<file path="config.mk">
export PLATFORM = sky130hd
export DESIGN_NAME = issue_scoreboard
export DESIGN_NICKNAME = d
export VERILOG_FILES = /design/src/rtl/issue_scoreboard.sv
export SDC_FILE = /design/constraint.sdc
export NUM_CORES = 1
export LEC_CHECK = 0
export CORE_UTILIZATION = 35
export CTS_CLUSTER_DIAMETER = 30
export CTS_CLUSTER_SIZE = 24
export DETAILED_ROUTE_END_ITERATION = 16
export PLACE_DENSITY = 0.53
export SKIP_CTS_REPAIR_TIMING = 1
export SYNTH_ARGS = -nofsm -noshare
export SYNTH_HDL_FRONTEND = slang
export SYNTH_SLANG_ARGS = --single-unit
</file>
<file path="constraint.sdc">
create_clock -name clk -period 6.1 [get_ports clk]
set_clock_uncertainty 0.1 [all_clocks]
set_input_delay 1.83 -clock clk [delete_from_list [all_inputs] [get_ports clk]]
set_output_delay 1.83 -clock clk [all_outputs]
set_load 0.02 [all_outputs]
</file>
<file path="src/rtl/issue_scoreboard.sv">
// Per-warp register scoreboard: holds the instruction-buffer head while any of its
// registers has a write in flight, and releases it downstream with valid/ready.
module issue_scoreboard #(
  parameter int NUM_WARPS     = 4,
  parameter int NUM_REGS      = 64,
  parameter int STALL_TIMEOUT = 100000,
  localparam int NW_BITS      = (NUM_WARPS > 1) ? $clog2(NUM_WARPS) : 1,
  localparam int NR_BITS      = $clog2(NUM_REGS),
  localparam int CNT_BITS     = $clog2(STALL_TIMEOUT + 1)
) (
  input  logic               clk,
  input  logic               reset,
  input  logic               ibuf_valid,
  output logic               ibuf_ready,
  input  logic [NW_BITS-1:0] ibuf_wid,
  input  logic               ibuf_wb,
  input  logic [NR_BITS-1:0] ibuf_rd,
  input  logic [NR_BITS-1:0] ibuf_rs1,
  input  logic [NR_BITS-1:0] ibuf_rs2,
  input  logic [NR_BITS-1:0] ibuf_rs3,
  input  logic [NW_BITS-1:0] ibuf_wid_n,
  input  logic [NR_BITS-1:0] ibuf_rd_n,
  input  logic [NR_BITS-1:0] ibuf_rs1_n,
  input  logic [NR_BITS-1:0] ibuf_rs2_n,
  input  logic [NR_BITS-1:0] ibuf_rs3_n,
  output logic               out_valid,
  input  logic               out_ready,
  input  logic               wb_valid,
  input  logic [NW_BITS-1:0] wb_wid,
  input  logic [NR_BITS-1:0] wb_rd,
  input  logic               wb_eop,
  output logic               deadlock
);

  logic [NUM_WARPS-1:0][NUM_REGS-1:0] inuse_reg;
  logic [NUM_WARPS-1:0][NUM_REGS-1:0] inuse_next;
  logic                               hazard_reg;
  logic                               hazard_next;
  logic [CNT_BITS-1:0]                stall_cnt_reg;
  logic [CNT_BITS-1:0]                stall_cnt_next;
  logic                               deadlock_reg;
  logic                               deadlock_next;
  logic                               fire;
  logic                               reserve;
  logic                               release_en;
  logic [NUM_REGS-1:0]                look_row;
  logic                               unused_head_srcs;

  assign fire       = ibuf_valid && out_ready && !hazard_reg;
  assign out_valid  = ibuf_valid && !hazard_reg;
  assign ibuf_ready = out_ready && !hazard_reg;
  assign reserve    = fire && ibuf_wb && (ibuf_rd != '0);
  assign release_en = wb_valid && wb_eop;
  assign deadlock   = deadlock_reg;

  // Head sources are already covered by the lookahead copies checked last cycle.
  assign unused_head_srcs = ^{ibuf_rs1, ibuf_rs2, ibuf_rs3};

  // Release first, reserve second, so a same-entry collision leaves the entry busy.
  generate
    for (genvar gi = 0; gi < NUM_WARPS; gi++) begin : g_warp
      logic [NUM_REGS-1:0] row_next;

      always_comb begin
        row_next = inuse_reg[gi];
        if (release_en && (wb_wid == NW_BITS'(gi)))
          row_next[wb_rd] = 1'b0;
        if (reserve && (ibuf_wid == NW_BITS'(gi)))
          row_next[ibuf_rd] = 1'b1;
        row_next[0] = 1'b0;
      end

      assign inuse_next[gi] = row_next;
    end
  endgenerate

  // Looking up the next-cycle head in the post-update table avoids a release bubble.
  assign look_row    = inuse_next[ibuf_wid_n];
  assign hazard_next = look_row[ibuf_rd_n] | look_row[ibuf_rs1_n]
                     | look_row[ibuf_rs2_n] | look_row[ibuf_rs3_n];

  always_comb begin
    stall_cnt_next = stall_cnt_reg;
    if (fire || !(ibuf_valid && hazard_reg))
      stall_cnt_next = '0;
    else if (stall_cnt_reg != CNT_BITS'(STALL_TIMEOUT))
      stall_cnt_next = stall_cnt_reg + CNT_BITS'(1);
    deadlock_next = deadlock_reg || (stall_cnt_next == CNT_BITS'(STALL_TIMEOUT));
  end

  always_ff @(posedge clk) begin
    if (reset) begin
      inuse_reg     <= '0;
      hazard_reg    <= 1'b0;
      stall_cnt_reg <= '0;
      deadlock_reg  <= 1'b0;
    end else begin
      inuse_reg     <= inuse_next;
      hazard_reg    <= hazard_next;
      stall_cnt_reg <= stall_cnt_next;
      deadlock_reg  <= deadlock_next;
    end
  end

  // A final writeback for a register that was never reserved indicates lost tracking.
  always_ff @(posedge clk) begin
    if (!reset && release_en && (wb_rd != '0))
      assert (inuse_reg[wb_wid][wb_rd]);
  end

endmodule

</file>
==> results.md, run 1 <==
- Status: complete, no violations
- Final Cell Area: 22260 um2
- Synth area leader: dfxtp_1
- Largest register FFs: 252
- RSZ-0062 raised after global routing: false
- Commonest non-fill, non-tap cell in the layout: dfxtp_1
- Yosys cell types: 93
- Rows: 81
- Ports: 70
- Routed wire per std cell: 26.83 um
- Initial antenna violation count: 0
- Placer's final routability congestion estimate: 0.9434
- Setup ws final: 0.5529 ns
- Detailed-route vias per instance: 6.390
- EDFF count, synth: 0
- CTS tree: built
- Clk_lat worst skew: 0.60 ns
- Core area: 49150 um2
- Crit Path Class: input port to flip-flop
- Vias in the first global route: 18420
- Synth warn: 0
- I/O Buffers: 51
- Fraction of layout instances using a drive strength above 1: 0.1878
- Crit path capture type: flip-flop
- Total power: 6.408 mW
- Synth Instances: 2152
- DR pass1 iterations: 7
- Highest-count cells in the layout ignoring fill and taps: dfxtp_1, nor2_1, nand2_1
- Largest net degree at the start of global routing: 135
- Syn avg cell area: 8.141 um2
- All-layer global routing usage: 0.3146
- Vias: 19010
- Drt drc: 0
- CP required: 6.47 ns
- First-pass GRT wire length: 119.6 mm
- Worst Max-Slew Pin Slew: 1.167 ns
- Synth Register Bits: 271
- Detailed Route WL: 79.83 mm
- Max Cap Violations: 0
- Fin. max-slew vios: 0
- Die width: 225.7 um
- Synth Flop Type: dfxtp_1
- ANT cells: 0
- CP arrival: 5.92 ns
- Num CTS Buffers: 76
- Final period utilization: 0.9094
- H-tree depth: 3
- DP Area: 19700 um2
- Area used by multi-input combinational logic: 11160 um2
- Mapped Area: 17520 um2
- GRT overflow: 0
- Largest cells by area after synthesis: dfxtp_1, mux4_2, o31ai_1, nor2_1, nand2_1
- CTS clock-pin slew for the worst setup and hold paths: 0.04 ns
- Die H: 225.7 um
- Final ANT Viol Nets: 0
- PwrDens: 287.9 nW/um2
- Place WS: 0.1467 ns
- Initial Util: 0.3564
- Final setup fails: 0
- # fillers: 4806
- Clk buf depth: 3
- Final hold vios: 0
- Worst vdd ir: 0.0003634 V
- Async set-or-reset flop fraction in the synthesized netlist: 0
- Sequential fraction of the synthesis area: 0.3097
- Nets: 2318
- FMAX: 0.1803 GHz
- Final HPWL DP: 55.33 mm
- Synth-to-layout area growth: 27.03%
- Max_slew headroom: 0.2109
- Mapped Nets: 2221
- Register area: 5425 um2
- CP Max Fanout: 21
- HP Class: flip-flop to flip-flop
- Worst Setup Start Kind: input port
- LEAKAGE: 7.559 nW
- Initial DRC Count: 2106
- Full die area: 50950 um2
- # clock sinks: 271
- Tmin final: 5.547 ns
- CTS root buf: clkbuf_16
- Proportion of netlist area held by the largest area contributor: 0.3097
cells by family after synthesis:
family,count (synthesis),synth area share
simple gates,776,0.2233
compound gates,733,0.2940
flops,271,0.3097
buf+inv,248,0.05656
mux,108,0.1081
xor+xnor,14,0.006999
fa+ha+maj,2,0.001428
routing by layer:
| metal | track usage | part of all wire | wire length, um | vias to the layer above |
|---|---|---|---|---|
| met5 | 0 | 0 | 0 | - |
| met4 | 0.1861 | 0.063 | 5043 | 0 |
| met3 | 0.06818 | 0.088 | 7064 | 249 |
| met2 | 0.4915 | 0.45 | 35620 | 1019 |
| met1 | 0.3970 | 0.40 | 32100 | 9340 |
| li1 | - | - | - | 8403 |
through the flow:
stage               hold slack [ns]   TNS, ns  cells  utilization
finish                       0.3661         0   2975       0.4528
global route                 0.3911         0   2975       0.4528
CTS                          0.3707         0   2975       0.4528
detailed placement           0.3642         0   2835       0.4008
global placement             0.3562  -0.01198   2835       0.4008
floorplan                    0.3450         0   2152            -
report_power, final:
| group | switching (mW) | total, mW | internal, mW |
|---|---|---|---|
| clock network | 1.21 | 3.95 | 2.75 |
| logic | 0.445 | 0.670 | 0.225 |
| registers | 0.00415 | 1.78 | 1.78 |
critical path: stages:
cell and delay (ns):
clkdlybuf4s50_1 0.43, buf_4 0.19, buf_4 0.23, nor4b_1 1.00, a22oi_1 0.31, mux4_2 0.59, mux2i_1 0.16, o211a_1 0.20
a311oi_1 0.06, a211oi_1 0.41, a221oi_2 0.10, a41oi_1 0.37
layout make-up:
type	count	share of cell area
clock buffers	104	0.09704
flip-flops and latches	271	0.2438
multi-input cells	1633	0.5014
clock inverters	36	0.01782
repair buffers	242	0.09844
inverters	25	0.004217
well taps	664	0.03733
cells in the mapped netlist, types with 25 or more instances:
cell type and number:
dfxtp_1 271, nor2_1 220, nand2_1 194, clkbuf_1 167
o31ai_1 165, nand3_1 112, a21oi_1 107, o21ai_0 106
nor2b_1 99, a22oi_1 81, mux4_2 64, o211ai_1 57
mux2i_1 35, buf_2 26, o21ai_1 25
final timing paths:
path,cells past startpoint,endpoint,startpoint,slack [ns]
setup / recovery,12,hazard_reg,ibuf_rd[4],0.55
hold / removal,2,inuse_reg[181],inuse_reg[181],0.37
setup reg to reg,12,hazard_reg,hazard_reg,1.79
hold reg to reg,2,inuse_reg[181],inuse_reg[181],0.37
Note: power is estimated with default switching activity, not from simulation.
==> run 2: changes to the inputs <==
- CORE_MARGIN: not set -> 3
==> results.md, run 2 (synthesis gave the netlist of run 1 again) <==
- ANT cells: 0
- First-pass GRT wire length: 119.3 mm
- Commonest non-fill, non-tap cell in the layout: dfxtp_1
- Final Cell Area: 22100 um2
- Routed wire per std cell: 27.06 um
- Initial antenna violation count: 0
- Setup ws final: 0.7118 ns
- Detailed Route WL: 79.69 mm
- # fillers: 4858
- CP required: 6.41 ns
- CP Max Fanout: 24
- Register area: 5425 um2
- Tmin final: 5.388 ns
- DP Area: 19510 um2
- Vias in the first global route: 18650
- CTS root buf: clkbuf_16
- FMAX: 0.1856 GHz
- Synth-to-layout area growth: 26.15%
- Worst Setup Start Kind: input port
- Max Cap Violations: 0
- Fin cells: 2945
- Die H: 229.7 um
- I/O Buffers: 51
- Initial DRC Count: 2021
- Ports: 70
- Largest net degree at the start of global routing: 147
- All-layer global routing usage: 0.2946
- # clock sinks: 271
- Num CTS Buffers: 77
- PwrDens: 291.4 nW/um2
- DR pass1 iterations: 6
- Area used by multi-input combinational logic: 11160 um2
- Final period utilization: 0.8833
- Placer's final routability congestion estimate: 0.9681
- Dpl cells: 2806
- Crit Path Class: input port to flip-flop
- Initial Util: 0.3564
- Final ANT Viol Nets: 0
- GRT overflow: 0
- Die width: 229.7 um
- Highest-count cells in the layout ignoring fill and taps: dfxtp_1, nor2_1, nand2_1
- Rows: 81
- Fin Hold WS: 0.3729 ns
- CTS tree: built
- Setup TNS: 0 ns
- Final setup fails: 0
- Worst vdd ir: 0.0002624 V
- Place WS: 0.1334 ns
- Status: complete, no violations
- Fin. max-slew vios: 0
- Detailed-route vias per instance: 6.456
- LEAKAGE: 7.413 nW
- CTS clock-pin slew for the worst setup and hold paths: 0.04 ns
- Fraction of layout instances using a drive strength above 1: 0.1789
- CP arrival: 5.70 ns
- Worst Max-Slew Pin Slew: 1.090 ns
- Largest register FFs: 252
- Final HPWL DP: 54.99 mm
- Crit path capture type: flip-flop
- HP Class: flip-flop to flip-flop
- H-tree depth: 3
- Total power: 6.441 mW
- Clk buf depth: 3
- RSZ-0062 raised after global routing: false
- Finished Core Util: 0.4496
- Max_slew headroom: 0.2666
- Clk_lat worst skew: 0.59 ns
- Vias: 19010
- Core area: 49150 um2
- Final hold vios: 0
- Nets: 2290
- Full die area: 52780 um2
- Drt drc: 0
==> run 2: worst paths after layout <==
check / startpoint / slack [ns] / depth (start not counted) / to
max: wb_rd[5] / 0.71 / 12 / hazard_reg
min: deadlock / 0.37 / 2 / deadlock
max reg2reg: hazard_reg / 1.92 / 11 / hazard_reg
min reg2reg: deadlock / 0.37 / 2 / deadlock
==> run 2: layout make-up <==
type / count / share of cell area
Clock buffer: 102 / 0.09828
Tap cell: 664 / 0.03759
Sequential cell: 271 / 0.2455
Multi-Input combinational cell: 1633 / 0.5049
Clock inverter: 37 / 0.01913
Timing Repair Buffer: 213 / 0.09041
Inverter: 25 / 0.004246
==> run 2: per-layer routing <==
layer | vias to the layer above | track usage | routed length, um
li1 | 8349 | - | -
met1 | 9343 | 0.3773 | 31940
met2 | 1066 | 0.4635 | 35940
met3 | 254 | 0.06058 | 7016
met4 | 0 | 0.1658 | 4798
met5 | - | 0 | 0
==> run 2: power by group <==
group / switching (mW) / internal (mW)
sequential: 0.00446 / 1.78
clock: 1.22 / 2.78
combinational: 0.443 / 0.220
total: 1.66 / 4.78
==> run 2: worst max-delay path: stages <==
cell             delay [ns]
clkdlybuf4s50_1        0.51
buf_12                 0.20
or4b_1                 0.75
o31ai_1                0.43
nand2_1                0.12
o22ai_1                0.14
o21ai_0                0.22
mux4_2                 0.53
a221o_1                0.36
o311a_1                0.14
a221oi_2               0.30
a41oi_1                0.15
==> run 3: changes to the inputs <==
- ABC_AREA: not set -> 1
==> results.md, run 3 <==
- Worst vdd ir: 0.0002485 V
- Largest register FFs: 252
- Initial DRC Count: 2343
- Mapped Area: 16450 um2
- Die H: 222.8 um
- Worst Max-Slew Pin Slew: 1.088 ns
- All-layer global routing usage: 0.3081
- Drt drc: 0
- Top layer reached by signal wires: met4
- Worst Setup Start Kind: input port
- Met3 Routed Length: 7.672 mm
- Synth-to-layout area growth: 23.25%
- Setup TNS: 0 ns
- Worst Setup SP: ibuf_valid
- Fin Hold WS: 0.3457 ns
- Worst hold start: deadlock
- Reg2reg setup slack: 2.71 ns
- I/O Buffers: 51
- Clock Power Share: 0.629
- Final period utilization: 0.8211
- Detailed Route WL: 79.09 mm
- Vias in the first global route: 18950
- RSZ-0062 raised after global routing: false
- Core area: 45870 um2
- Yosys cell types: 32
- Synth area leader: dfxtp_1
- Max Cap Violations: 0
- Largest net degree at the start of global routing: 145
- Die width: 222.8 um
- Simple-gate area share of the yosys netlist: 0.4554
- Initial Util: 0.3587
- Worst-case reg-to-reg path depth: 18
- CP endpoint: out_valid
- Combinational share of power: 0.102
- Most instantiated library cell after synthesis: nand3_1
- DR pass1 iterations: 8
- Highest-count cells in the layout ignoring fill and taps: nand3_1, nand2_1, a21oi_1
- CP Max Fanout: 2
- Nets: 2747
- Async set-or-reset flop fraction in the synthesized netlist: 0
- GRT overflow: 0
- Synth Register Bits: 271
- Reg2reg start: hazard_reg
- Place WS: 0.7701 ns
- CTS clock-pin slew for the worst setup and hold paths: 0.04 ns
- PwrDens: 326.4 nW/um2
- Crit path capture type: output pin
- Mapped Nets: 2718
- Largest family of logic cells by synthesized area: simple AND/OR/NAND/NOR gates
- Initial antenna violation count: 2
- HP Class: flip-flop to flip-flop
- Met1 wire length: 33.40 mm
- Synth Instances: 2649
- LEAKAGE: 7.787 nW
- Finished Core Util: 0.4421
- Ports: 70
- # clock sinks: 271
- First-pass GRT wire length: 117.5 mm
- Final HPWL DP: 51.15 mm
- Rows: 78
- Fin. max-slew vios: 0
- Post-Synth Adder-Cell Area: 0.001521
- H-tree depth: 3
- Synth warn: 0
- Placer's final routability congestion estimate: 1.012
- Switching part of the total: 0.2566
- Final setup fails: 0
- CTS root buf: clkbuf_16
- Vias: 20210
- Internal: 4.921 mW
- Num CTS Buffers: 78
- Commonest non-fill, non-tap cell in the layout: nand3_1
- EDFF count, synth: 0
- Met2 wire len: 34.81 mm
- Xor/xnor cell area share of the yosys netlist: 0.001597
- CP arrival: 3.08 ns
- FMAX: 0.1996 GHz
- Proportion of netlist area held by the largest area contributor: 0.3297
- Sequential power share: 0.269
- Tmin final: 5.009 ns
- Full die area: 49650 um2
- Final ANT Viol Nets: 0
- CP required: 4.17 ns
- Detailed-route vias per instance: 6.048
- Routed wire per std cell: 23.67 um
- Largest cells by area after synthesis: dfxtp_1, nand3_1, nand2_1, a21oi_1, nor2_1
- Clk_lat worst skew: 0.61 ns
- CTS tree: built
- Status: complete, no violations
- Synth Flop Type: dfxtp_1
- Syn avg cell area: 6.211 um2
- Clk buf depth: 3
- Fraction of layout instances using a drive strength above 1: 0.08577
- Most frequent cells after synthesis: nand3_1, nand2_1, a21oi_1
- Post-synthesis mux area share: 0
- Reg2reg end: hazard_reg
- Max_slew headroom: 0.2747
- Final hold vios: 0
- Crit Path Class: input port to output pin
- Switching power: 1.699 mW
- Sequential fraction of the synthesis area: 0.3297
- Synth Area in Compound Gates: 0.1408
- Setup ws final: 1.091 ns
[run 3: cell types whose count changed after synthesis, sizes merged, moves of 69 or more]
cell | previous run | this run
nand2 | 194 | 534
o31ai | 166 | 0
clkbuf | 168 | 76
nor2b | 99 | 0
a22oi | 82 | 0
a21oi | 107 | 322
nand3 | 112 | 860
inv | 20 | 89
[run 3: worst max-delay path, cell delays in order]
cell and delay (ns):
clkdlybuf4s50_1 0.48, nand2_1 0.11, inv_1 0.07, clkdlybuf4s50_1 0.60
[run 3: final cells by class]
class | instances | area [um2]
antenna | 2 | 5.005
clock buffer | 115 | 2386
clock inverter | 27 | 342.8
fill | 4771 | 25590
inverter | 96 | 365.4
multi-input combinational | 2111 | 9878
sequential | 271 | 5425
tap | 600 | 750.7
timing repair buffer | 120 | 1125
[run 3: kinds of logic after synthesis]
family | after synthesis
simple gates | 1645
compound gates | 461
flops | 271
buf+inv | 267
xor+xnor | 3
fa+ha+maj | 2
[run 3: worst min path at each step]
stage | endpoint | slack, ns | depth (start not counted)
finish | deadlock | 0.35 | 2
global route | inuse_reg[168] | 0.38 | 2
CTS | deadlock | 0.35 | 2
detailed placement | deadlock | 0.34 | 2
global placement | deadlock | 0.34 | 2
floorplan | inuse_reg[12] | 0.35 | 2
[run 3: metrics by stage]
stage	std cells	instance area (um2)	total power, mW
3_3_place_gp	3198	17540	2.463
5_1_grt	3340	20270	6.806
2_1_floorplan	2649	16450	2.182
3_5_place_dp	3198	17540	2.465
6_report	3342	20280	6.619
4_1_cts	3340	20270	6.644
[run 3: power by group through the flow]
| stage | Sequential [mW] | Combinational (mW) | Clock [mW] |
|---|---|---|---|
| floorplan | 1.81 | 0.371 | 0 |
| finish | 1.78 | 0.674 | 4.16 |
| detailed placement | 1.81 | 0.653 | 0 |
| CTS | 1.78 | 0.654 | 4.21 |
| global placement | 1.81 | 0.652 | 0 |
| global route | 1.78 | 0.708 | 4.32 |
[run 3: routing by layer]
| layer | track usage | up-vias |
|---|---|---|
| met5 | 0 | - |
| met4 | 0.1333 | 0 |
| met3 | 0.07227 | 212 |
| met2 | 0.4747 | 1127 |
| met1 | 0.4118 | 9556 |
| li1 | - | 9316 |
